[src/rtl/rst_sync_seq.sv]
// Reset sequencer for the router core. Reset asserts asynchronously and is released
// through a synchroniser and a hold stretch. It also runs software-requested reset sequences.
module rst_sync_seq #(
  parameter int unsigned SYNC_STAGES   = 2,
  parameter int unsigned HOLD_CYCLES   = 16,
  parameter int unsigned SW_RST_CYCLES = 4
) (
  input  logic       CLK,
  input  logic       ARST,
  input  logic       SW_RST_REQ,
  output logic       SRST,
  output logic       SRSTn,
  output logic       READY,
  output logic       SW_RST_ACK,
  output logic [7:0] RST_EVENTS
);

  // The state flop leaving ST_ARST acts as the final synchroniser stage.
  localparam int unsigned CHAIN_W = (SYNC_STAGES > 1) ? SYNC_STAGES - 1 : 1;
  localparam int unsigned MAX_CYC = (HOLD_CYCLES > SW_RST_CYCLES) ? HOLD_CYCLES : SW_RST_CYCLES;
  localparam int unsigned CNT_W   = $clog2(MAX_CYC + 1);
  localparam logic [CNT_W-1:0] HOLD_LAST = CNT_W'(HOLD_CYCLES - 1);
  localparam logic [CNT_W-1:0] SW_LAST   = CNT_W'(SW_RST_CYCLES - 1);

  if (SYNC_STAGES < 2) begin : g_bad_sync
    $error("rst_sync_seq: SYNC_STAGES must be >= 2");
  end
  if (HOLD_CYCLES < 1) begin : g_bad_hold
    $error("rst_sync_seq: HOLD_CYCLES must be >= 1");
  end
  if (SW_RST_CYCLES < 1) begin : g_bad_sw
    $error("rst_sync_seq: SW_RST_CYCLES must be >= 1");
  end

  typedef enum logic [1:0] {
    ST_ARST  = 2'd0,
    ST_HOLD  = 2'd1,
    ST_RUN   = 2'd2,
    ST_SWRST = 2'd3
  } state_e;

  state_e             state_q,  state_d;
  logic [CHAIN_W-1:0] sync_q,   sync_d;
  logic [CNT_W-1:0]   cnt_q,    cnt_d;
  logic               srst_q,   srst_d;
  logic               srstn_q,  srstn_d;
  logic               ready_q,  ready_d;
  logic               ack_q,    ack_d;
  logic [7:0]         events_q, events_d;

  // Next-state and registered-output logic.
  always_comb begin
    sync_d   = sync_q << 1;
    state_d  = state_q;
    cnt_d    = cnt_q;
    srst_d   = srst_q;
    srstn_d  = srstn_q;
    ready_d  = ready_q;
    ack_d    = 1'b0;
    events_d = events_q;

    case (state_q)
      ST_ARST: begin
        if (!sync_q[CHAIN_W-1]) begin
          state_d = ST_HOLD;
          cnt_d   = '0;
        end
      end
      ST_HOLD: begin
        if (cnt_q == HOLD_LAST) begin
          state_d = ST_RUN;
          cnt_d   = '0;
          srst_d  = 1'b0;
          srstn_d = 1'b1;
        end else begin
          cnt_d = cnt_q + CNT_W'(1);
        end
      end
      ST_RUN: begin
        if (ready_q && SW_RST_REQ) begin
          state_d  = ST_SWRST;
          cnt_d    = '0;
          srst_d   = 1'b1;
          srstn_d  = 1'b0;
          ready_d  = 1'b0;
          ack_d    = 1'b1;
          events_d = (events_q == 8'hFF) ? events_q : events_q + 8'd1;
        end else begin
          ready_d = 1'b1;
        end
      end
      ST_SWRST: begin
        if (cnt_q == SW_LAST) begin
          state_d = ST_HOLD;
          cnt_d   = '0;
        end else begin
          cnt_d = cnt_q + CNT_W'(1);
        end
      end
      default: state_d = ST_ARST;
    endcase
  end

  always_ff @(posedge CLK or posedge ARST) begin
    if (ARST) begin
      sync_q   <= '1;
      state_q  <= ST_ARST;
      cnt_q    <= '0;
      srst_q   <= 1'b1;
      srstn_q  <= 1'b0;
      ready_q  <= 1'b0;
      ack_q    <= 1'b0;
      events_q <= 8'd0;
    end else begin
      sync_q   <= sync_d;
      state_q  <= state_d;
      cnt_q    <= cnt_d;
      srst_q   <= srst_d;
      srstn_q  <= srstn_d;
      ready_q  <= ready_d;
      ack_q    <= ack_d;
      events_q <= events_d;
    end
  end

  assign SRST       = srst_q;
  assign SRSTn      = srstn_q;
  assign READY      = ready_q;
  assign SW_RST_ACK = ack_q;
  assign RST_EVENTS = events_q;

endmodule

[config.mk]
export PLATFORM = sky130hd
export DESIGN_NAME = rst_sync_seq
export DESIGN_NICKNAME = d
export VERILOG_FILES = /design/src/rtl/rst_sync_seq.sv
export SDC_FILE = /design/constraint.sdc
export NUM_CORES = 1
export LEC_CHECK = 0
export ABC_AREA = 1
export CAP_MARGIN = 0
export CORE_UTILIZATION = 49
export DETAILED_ROUTE_END_ITERATION = 12
export MAX_ROUTING_LAYER = met4
export PLACE_DENSITY = 0.74
export SLEW_MARGIN = 15
export SYNTH_ARGS = -nofsm -noshare
export SYNTH_HDL_FRONTEND = slang
export SYNTH_SLANG_ARGS = --single-unit
[constraint.sdc]
create_clock -name CLK -period 1.44 [get_ports CLK]
set_input_delay 0.288 -clock CLK [delete_from_list [all_inputs] [get_ports CLK]]
set_output_delay 0.288 -clock CLK [all_outputs]
set_load 0.01 [all_outputs]
### Yosys cells after proc, flatten, opt, wreduce, memory -nomap -nowiden

Cells that the tools add are included.

| cells by class | value |
|---|---|
| add/subtract/negate cells | 2 |
| reductions and logical operators | 7 |
| bitwise logic cells | 1 |
| muxes and demuxes | 19 |
| equality and inequality tests | 10 |

Operator list:

| cell | number |
|---|---|
| 2-to-1 mux 5 bit | 4 |
| one-hot mux 5 bit (4 select lines) | 1 |
| adder 8 x 1 -> 8 bit, second input constant | 1 |
| equality test 8 bit, second input constant | 1 |
| 2-to-1 mux 2 bit | 4 |
| inequality test 2 bit, second input constant | 4 |
| one-hot mux 2 bit (4 select lines) | 1 |
| 2-to-1 mux 1 bit | 7 |
| AND reduction 3 bit | 2 |
| adder 5 x 1 -> 5 bit, second input constant | 1 |
| equality test 5 x 2 -> 1 bit, second input constant | 1 |
| equality test 5 x 4 -> 1 bit, second input constant | 1 |
| equality test 2 bit, second input constant | 2 |
| one-hot mux 1 bit (2 select lines) | 2 |
| AND reduction 4 bit | 1 |
| equality test 2 x 1 -> 1 bit, second input constant | 1 |
| zero test 2 bit | 1 |
| AND reduction 2 bit | 1 |
| nonzero test 2 bit | 1 |
| logical AND 1 bit | 1 |
| NOT 1 bit | 1 |

| storage, ports and cells | value |
|---|---|
| bits in registers | 20 |
| output and inout bits | 12 |
| bits of input ports | 3 |
| logic and storage cells | 47 |

### Longest topological paths before layout

Gate-level depths: netlist (run 1).

| logic depth | value |
|---|---|
| word-level depth | 3 |
| mapped depth | 10 |
| mapped depth without buffers | 10 |

### Least setup slack after synthesis (run 1)

OpenSTA, ideal clock, no wires.

| timing path | value |
|---|---|
| path kind | register -> register |
| from | register cnt_q[0] |
| to | register srstn_q, in the netlist SRSTn |
| library setup time | 124 ps |
| arrival time | 1,323 ps |
| stages on the path, launching flop included | 10 |
| setup slack | -7 ps |
| buffers on the path | 0 |
| required time | 1,316 ps |
| clock period less this slack | 1,447 ps |
| cell sequence | dfrtp_1 -> ha_1 -> nand2_1 -> nor2_1 -> ha_1 -> inv_1 -> nand2_1 -> nand2_1 -> a21oi_1 -> o21bai_1 |

| between the ends | value |
|---|---|
| longest elaborated chain between the ends | 3 |

Ends and longest elaborated chain:

| item | RTL line | source |
|---|---|---|
| start: declaration | 44 | `logic [CNT_W-1:0] cnt_q, cnt_d;` |
| start signal: assignment | 117 | `cnt_q <= cnt_d;` |
| equality test 5 x 4 -> 1 bit | 70 | `if (cnt_q == HOLD_LAST) begin` |
| inequality test 2 bit (no line) | -- |  |
| AND reduction 3 bit (no line) | -- |  |
| end signal: assignment | 119 | `srstn_q <= srstn_d;` |
| end: declaration | 46 | `logic srstn_q, srstn_d;` |

Every way passes these cells.
A chain may end at the register's enable or synchronous reset.

### Final worst setup path (run 1)

| timing path | value |
|---|---|
| from | register cnt_q[0] |
| to | register srst_q, in the netlist SRST |

| between the ends | value |
|---|---|
| longest elaborated chain between the ends | 3 |

Ends and longest elaborated chain:

| item | RTL line | source |
|---|---|---|
| equality test 5 x 4 -> 1 bit | 70 |  |
| inequality test 2 bit (no line) | -- |  |
| AND reduction 3 bit (no line) | -- |  |
| end signal: assignment | 118 | `srst_q <= srst_d;` |
| end: declaration | 45 | `logic srst_q, srst_d;` |

Every way passes these cells.

==> impl_metrics.ini, run 1 <==
[clock_network]
cts.sinks = 20
insertion_delay_ps = 310
hold_buffers = 0
cts_tree = built
root_buffer = clkbuf_4
path_clk_slew_ps = 110
clk_path_buf_depth = 2
h-tree-depth = 1
cts-buffers-inserted = 3

[global_routing]
grt_pass1_vias = 1068
overflow = 0
grt_start_max_net_pins = 21
grt_first_pass_wirelength_um = 4430
track_usage_pct = 23.4
antenna_found_initial = 0

[place]
numPortBuffers = 14
gp_congestion = 0.862
preCtsSetupSlack_ps = -70.0
dpl_cell_area_um2 = 1460
dp_hpwl_um = 1820
placed_cells = 200

[sta]
final-setup-viol-count = 0
fin_skew_ps = 2.13
period_needed_ps = 1400
maxSlewViolCount = 0
fin_ws_ps = 38.5
max_clock_freq_ghz = 0.714
rsz0062_at_grt = yes
finalHoldViolCount = 0
period_share_pct = 97.3

[drt]
ant_nets = 0
drtIter0Drc = 32
wl_um = 2730
drc = 0
wire_per_inst_um = 12.6
via_per_inst = 5.06
first_pass_iters = 4
vias = 1092

[run_status]
status = finished clean

[pwr]
pwr-share-comb_pct = 57.2
power_density_nw_per_um2 = 1710
power_frac_seq_pct = 30.6
pwr-share-clk_pct = 12.2
peakVddDrop_uv = 1480
cell_internal_pwr_w = 0.00156
power.leakage_nw = 0.859
sw_frac_of_total_pct = 43.2
p_sw_w = 0.00119

[finish]
drive_gt1_share_pct = 28.2
syn_to_final_growth_pct = 31.3
final_nets = 201
num_antenna_cells = 0
finalInstanceArea_um2 = 1610
stdcell_count = 216

[synth]
synth_edf_count = 0
synth_largest_area_cell = dfrtp_1
post-synth-top-count-cell = nand2_1
synth_cell_type_count = 27
synthCells = 152
async_flop_share_pct = 100
syn_nets = 164
syn_area_um2 = 1230
synth_commonest_cells = nand2_1 (50), dfrtp_1 (18), inv_1 (18)
synth_warnings = 0
synth_top_area_share_pct = 36.7
ys_ff_latch = 20
yosysSeqAreaShare_pct = 40.9
avgSynthCellArea_um2 = 8.08
synth_top_flop_cell = dfrtp_1
synthTopCellsByArea = dfrtp_1 (37%), nand2_1 (15%), ha_1 (9.2%)

[worst_setup_path]
cp_data_required_time_ps = 1690
crit_fanout = 5
worst_setup_path_end_kind = register
start_kind = register
arrival_ps = 1650
setup.worst_path.class = register to register

[floorplanning]
die_h_um = 52.1
coreArea_um2 = 2300
dieWidth_um = 52.1
fp.dieArea_um2 = 2710
std_cell_rows = 17
ioPinCount = 15
initial_core_util_pct = 53.5

[run]
cap_violations = 0

[worst_hold_path]
hp-class = primary input to asynchronous set/reset pin
repair_timing:
item | in CTS | in global routing
endpoints found under the setup margin | 19 | 16
pin swaps | 1 | 2
hold endpoints to repair | 0 | 0
buffers inserted | 8 | 4
resized for setup | 17 | 10
power groups by stage:
stage,Clock [W],Sequential [W],Combinational [W]
2_1_floorplan,0,0.000948,0.000802
3_3_place_gp,0,0.000898,0.00126
3_5_place_dp,0,0.000911,0.00131
4_1_cts,0.000341,0.000845,0.00141
5_1_grt,0.000366,0.000860,0.00173
6_report,0.000335,0.000841,0.00157
registers in the layout, summed over array words and instances, names as in the netlist:
| name | count |
|---|---|
| READY | 1 |
| RST_EVENTS | 8 |
| state_q | 2 |
| SRST | 1 |
| cnt_q | 5 |
| SRSTn | 1 |
| sync_q | 1 |
| SW_RST_ACK | 1 |
cell usage in the layout (no fill, tap or decap), types with 2 or more instances in the layout:
| cell | Yosys | layout |
|---|---|---|
| inv_1 | 18 | 16 |
| clkdlybuf4s50_1 | 0 | 2 |
| nand2_1 | 50 | 46 |
| buf_4 | 0 | 18 |
| nand2_4 | 2 | 4 |
| inv_2 | 2 | 3 |
| clkbuf_4 | 0 | 3 |
| dfstp_2 | 2 | 2 |
| nand2_2 | 5 | 7 |
| dlygate4sd2_1 | 0 | 11 |
| nand3_1 | 11 | 11 |
| nand4_1 | 5 | 5 |
| nor2_4 | 2 | 3 |
| xnor2_1 | 2 | 2 |
| o21ai_2 | 2 | 2 |
| ha_1 | 9 | 6 |
| nor2_1 | 11 | 10 |
| dfrtp_1 | 18 | 18 |
| ha_2 | 0 | 2 |
kinds of logic after synthesis:
family,count (synthesis),share of synthesized area [%]
AOI/OAI and AO/OA,6,3.26
DFF,20,40.9
xor gates and xnor gates,3,2.14
and+or+nand+nor,91,37.1
other,1,0.305
buffers and inverters,22,7.13
adders and majority gates,9,9.17
worst paths after layout:
kind,end,startpoint,slack (ps),depth (start not counted)
max in group asynchronous,sync_q,ARST,870,3
min in group CLK,SRST,SRST,510,2
max,SRST,cnt_q[0],40,10
max reg2reg,SRST,cnt_q[0],40,10
min,RST_EVENTS[6],ARST,310,3
min reg2reg,SRST,SRST,510,2
critical path, stage by stage (launching register included):
cell     delay, ps
dfrtp_1        380
ha_2           190
nand2_2         70
nor2_4         110
ha_4           150
inv_4           40
nand2_4         80
nand2_4         60
a21oi_2        120
nor2_1          50
nor2_1          90
metrics by stage:
| stage | total power [W] | util, % | hold WS (ps) | setup TNS [ps] |
|---|---|---|---|---|
| floorplan | 0.00175 | - | 250 | 0 |
| finish | 0.00275 | 70.2 | 305 | 0 |
| detailed placement | 0.00223 | 63.3 | 493 | -241 |
| global placement | 0.00216 | 63.3 | 489 | -48.6 |
| CTS | 0.00260 | 67.3 | 314 | 0 |
| global route | 0.00295 | 70.2 | 335 | -121 |
metal layers:
metal / GRT usage (%) / up-vias / share of wire [%]
met5: - / - / 0
met4: 10.8 / 0 / 1.8
met3: 2.63 / 5 / 2.3
met2: 42.9 / 19 / 53
met1: 24.9 / 526 / 42
li1: - / 542 / -
area by class of cell:
cell class                      instances  area, um^2
Clock buffer                            4        36.3
Fill cell                             189         684
Inverter                               22        90.1
Multi-Input combinational cell        110         687
Sequential cell                        20         503
Tap cell                               28        35.0
Timing Repair Buffer                   32         262
No activity file was read; power rests on OpenSTA's default activity.
==> run 2: changes to the inputs <==
--- a/config.mk
+++ b/config.mk
@@ -7,11 +7,11 @@
 export LEC_CHECK = 0
 export ABC_AREA = 1
 export CAP_MARGIN = 0
-export CORE_UTILIZATION = 49
+export CORE_UTILIZATION = 45
 export DETAILED_ROUTE_END_ITERATION = 12
 export MAX_ROUTING_LAYER = met4
-export PLACE_DENSITY = 0.74
-export SLEW_MARGIN = 15
+export PLACE_DENSITY = 0.69
+export SLEW_MARGIN = 0
 export SYNTH_ARGS = -nofsm -noshare
 export SYNTH_HDL_FRONTEND = slang
 export SYNTH_SLANG_ARGS = --single-unit
==> run 2 against run 1 <==
Compared with the run above: the flow now finishes with violations (negative setup slack); core utilization is 3.7 points lower; cell area is 4.0% higher; non-clock buffer count is 3 higher; register-to-register slack worse by 60 ps; sequential cell count stayed put; cell count is 2.3% higher; hold slack worse by 15 ps; wire length is 3.5% lower; via count stayed put; sequential share of layout area is 1.2 points lower; combinational power is 4% higher.
==> impl_metrics.ini, run 2 (synthesized netlist as in run 1, its figures left out) <==
[run_status]
status = finished, violations left
failed_checks = negative setup slack

[worst_setup_path]
crit_path_start = cnt_q[0]
arrival_ps = 1710
rr_startpoint = cnt_q[0]
ff2ff_setup_slack_ps = -20
worst_setup_path_end_kind = register
cp_data_required_time_ps = 1690
setup.worst_path.class = register to register
crit_fanout = 5
start_kind = register

[drt]
ant_nets = 0
drc = 0
drtIter0Drc = 28
wl_um = 2640
first_pass_iters = 4
wire_per_inst_um = 11.9
via_per_inst = 4.94
vias = 1092

[finish]
largest_reg_flops = 8
fillers = 226
multi_input_area_um2 = 712
layout.cells.most_common = nand2_1
final_nets = 204
num_antenna_cells = 0
drive_gt1_share_pct = 30.4
layout_common_cells = nand2_1 (46), buf_4 (21), dfrtp_1 (18), inv_1 (15)
syn_to_final_growth_pct = 36.5
regArea_um2 = 503

[global_routing]
use_met2_pct = 33.9
antenna_found_initial = 0
grt_first_pass_wirelength_um = 4230
grt_start_max_net_pins = 21
grt_pass1_vias = 993
use_met3_pct = 2.50
overflow = 0
met1_usage_pct = 26.3
track_usage_pct = 20.7
busiest_layer = met2

[clock_network]
cts.sinks = 20
clk_path_buf_depth = 2
hold_buffers = 0
cts-buffers-inserted = 3
insertion_delay_ps = 300
h-tree-depth = 1
path_clk_slew_ps = 120
cts_tree = built
root_buffer = clkbuf_4

[floorplanning]
die_h_um = 54.3
initial_core_util_pct = 48.7
ioPinCount = 15
dieWidth_um = 54.3
std_cell_rows = 18
coreArea_um2 = 2520
fp.dieArea_um2 = 2940

[run]
cap_violations = 0

[sta]
final-setup-viol-count = 1
fin_ws_ps = -19.3
period_needed_ps = 1460
rsz0062_at_grt = yes
period_share_pct = 101
finalHoldViolCount = 0
fin_skew_ps = 3.30
max_clock_freq_ghz = 0.685
maxSlewViolCount = 0

[place]
dp_hpwl_um = 1830
numPortBuffers = 14
preCtsSetupSlack_ps = -78.7
gp_congestion = 0.880

[worst_hold_path]
hp-class = primary input to asynchronous set/reset pin

[pwr]
peakVddDrop_uv = 1090
p_total_w = 0.00296
power.leakage_nw = 0.895
power_density_nw_per_um2 = 1770
[run 2: cell type report]
class	count	area share [%]
multi-input combinational	110	42.5
timing repair buffer	35	16.9
sequential	20	30.0
inverter	22	5.22
clock inverter	1	1.79
clock buffer	3	1.34
tap	30	2.24
[run 2: per-layer routing]
layer  share of wire [%]  wire length (um)
met1                  46              1210
met3                 3.5                92
met2                  49              1300
met5                   0                 0
met4                 1.3                33
[run 2: final timing paths]
check                                endpoint  depth (start not counted)
worst min register to register           SRST                          2
max in group asynchronous              sync_q                          3
worst min-delay path            RST_EVENTS[1]                          3
min in group CLK                         SRST                          2
worst max register to register           SRST                         10
worst max-delay path                     SRST                         10
[run 2: power by group]
part | internal, W | switching [W]
sequential | 0.000741 | 0.000123
combinational | 0.000723 | 0.000904
clock | 0.000281 | 0.000188
[run 2: per-stage QoR]
stage | utilization, % | std cells | setup TNS (ps) | hold WS (ps) | instance area, um^2
after global placement | 59.0 | 206 | -80.9 | 492 | 1490
after floorplan | - | 152 | 0 | 250 | 1230
final | 66.5 | 221 | -19.3 | 290 | 1680
after CTS | 63.4 | 219 | 0 | 294 | 1600
after detailed placement | 59.0 | 206 | -267 | 508 | 1490
after global routing | 66.5 | 221 | -331 | 328 | 1680
[run 2: repair_timing]
action                     in CTS  in global routing
pin swaps                       1                  4
setup endpoints to repair      19                 17
cloned                          0                  0
gates resized for setup        16                 15
setup buffers                   9                  2
[run 2: worst max-delay path, cell delays in order, from the launching register on]
cell	delay [ps]
dfrtp_1	410
ha_4	170
nand2_4	50
nor2_4	120
ha_2	190
inv_2	50
nand2_4	80
nand2_4	70
a21oi_4	120
nor2_1	50
nor2_1	100
==> run 3: changes to the inputs <==
--- a/config.mk
+++ b/config.mk
@@ -7,10 +7,12 @@
 export LEC_CHECK = 0
 export ABC_AREA = 1
 export CAP_MARGIN = 0
-export CORE_UTILIZATION = 45
+export CELL_PAD_IN_SITES_DETAIL_PLACEMENT = 1
+export CELL_PAD_IN_SITES_GLOBAL_PLACEMENT = 1
+export CORE_UTILIZATION = 36
 export DETAILED_ROUTE_END_ITERATION = 12
 export MAX_ROUTING_LAYER = met4
-export PLACE_DENSITY = 0.69
+export PLACE_DENSITY_LB_ADDON = 0.15
 export SLEW_MARGIN = 0
 export SYNTH_ARGS = -nofsm -noshare
 export SYNTH_HDL_FRONTEND = slang
==> run 3 against run 2 <==
Compared with the run above: the run still ends with negative setup slack left; via count decreased by 1.6%; die area increased by 24%; global-route usage decreased by 1.8 points; wire length increased by 13%; core utilization decreased by 13 points; register-to-register slack about the same; critical endpoint unchanged; largest power group unchanged.
==> impl_metrics.ini, run 3 (synthesized netlist as in run 1, its figures left out) <==
[run_status]
status = finished, violations left
failed_checks = negative setup slack

[finish]
num_antenna_cells = 0
regArea_um2 = 503
syn_to_final_growth_pct = 37.8
multi_input_area_um2 = 709
final_nets = 204
layout.cells.most_common = nand2_1
layout_common_cells = nand2_1 (45), buf_4 (21), dfrtp_1 (18), inv_1 (16), dlygate4sd2_1 (12)
fillers = 402
stdcell_count = 235
finish.utilization_pct = 53.7
drive_gt1_share_pct = 30.4
largest_reg_flops = 8

[clock_network]
h-tree-depth = 1
cts.sinks = 20
cts-buffers-inserted = 3
root_buffer = clkbuf_4
hold_buffers = 0
cts_tree = built
clk_path_buf_depth = 2
path_clk_slew_ps = 130
insertion_delay_ps = 300

[pwr]
power_density_nw_per_um2 = 1750
power.leakage_nw = 0.881
peakVddDrop_uv = 549

[global_routing]
met1_usage_pct = 22.5
antenna_found_initial = 0
busiest_layer = met2
grt_pass1_vias = 1185
grt_first_pass_wirelength_um = 5000
use_met3_pct = 2.56
use_met2_pct = 32.5
overflow = 0
grt_start_max_net_pins = 13
track_usage_pct = 18.9

[drt]
wl_um = 2980
first_pass_iters = 4
drtIter0Drc = 46
drc = 0
ant_nets = 0
vias = 1074
via_per_inst = 4.57
wire_per_inst_um = 12.7

[floorplanning]
die_h_um = 60.4
fp.dieArea_um2 = 3650
initial_core_util_pct = 39.0
coreArea_um2 = 3150
dieWidth_um = 60.4
std_cell_rows = 20
ioPinCount = 15

[place]
numPortBuffers = 14
dp_hpwl_um = 2220
preCtsSetupSlack_ps = -84.5
placed_cells = 220
gp_congestion = 0.822

[worst_setup_path]
ff2ff_setup_slack_ps = -10
start_kind = register
path_depth = 10
slowest_delay_ps = 380
cp_data_required_time_ps = 1680
crit_buf_inv = 1
slowest_stage = dfrtp_1
critical_path.top_delay_family = simple AND/OR/NAND/NOR gates
rr_worst_depth = 10
worst_setup_path_end_kind = register
crit_fanout = 5
arrival_ps = 1690
setup.worst_path.class = register to register
crit_path_cell_trace = ha_2, nand2_2, nor2_4, ha_4, inv_4, nand2_4, nand2_4, a21oi_4, nor2_1, nor2_1

[worst_hold_path]
hp-class = primary input to asynchronous set/reset pin

[sta]
fin_skew_ps = 9.32
period_share_pct = 101
final-setup-viol-count = 2
rsz0062_at_grt = yes
max_clock_freq_ghz = 0.688
hold_slack_ps = 233
maxSlewViolCount = 0
period_needed_ps = 1450
finalHoldViolCount = 0
fin_ws_ps = -13.0

[run]
cap_violations = 0
-- run 3: stage by stage --
stage	setup TNS [ps]	instance area [um^2]	total power, W
floorplan	0	1230	0.00175
global placement	-65.0	1510	0.00222
detailed placement	-316	1510	0.00228
CTS	0	1630	0.00283
global route	-744	1690	0.00322
finish	-13.5	1690	0.00296
-- run 3: routing by layer --
layer / wire, um / up-vias
met1: 1340 / 504
li1: - / 554
met5: 0 / -
met3: 60 / 2
met4: 24 / 0
met2: 1550 / 14
-- run 3: final cells by class --
cell class | count | area share, %
multi-input combinational | 110 | 41.9
timing repair buffer | 35 | 16.7
tap | 44 | 3.25
inverter | 22 | 5.32
clock inverter | 1 | 1.77
sequential | 20 | 29.7
clock buffer | 3 | 1.33
-- run 3: repair_timing --
action | in CTS | in global routing
resized for setup | 19 | 11
setup buffers | 9 | 2
pin swaps | 2 | 7
endpoints found under the setup margin | 22 | 17
-- run 3: power breakdown --
group / internal, W / switching, W / leakage (nW)
clock: 0.000281 / 0.000186 / 0.0279
sequential: 0.000741 / 0.000102 / 0.256
combinational: 0.000717 / 0.000933 / 0.597
-- run 3: final timing paths --
check                      startpoint    endpoint
setup reg to reg             cnt_q[0]        SRST
max in group asynchronous        ARST        SRST
hold reg to reg                 SRSTn       SRSTn
hold / removal                   ARST  SW_RST_ACK
min in group CLK                SRSTn       SRSTn
setup / recovery             cnt_q[0]        SRST
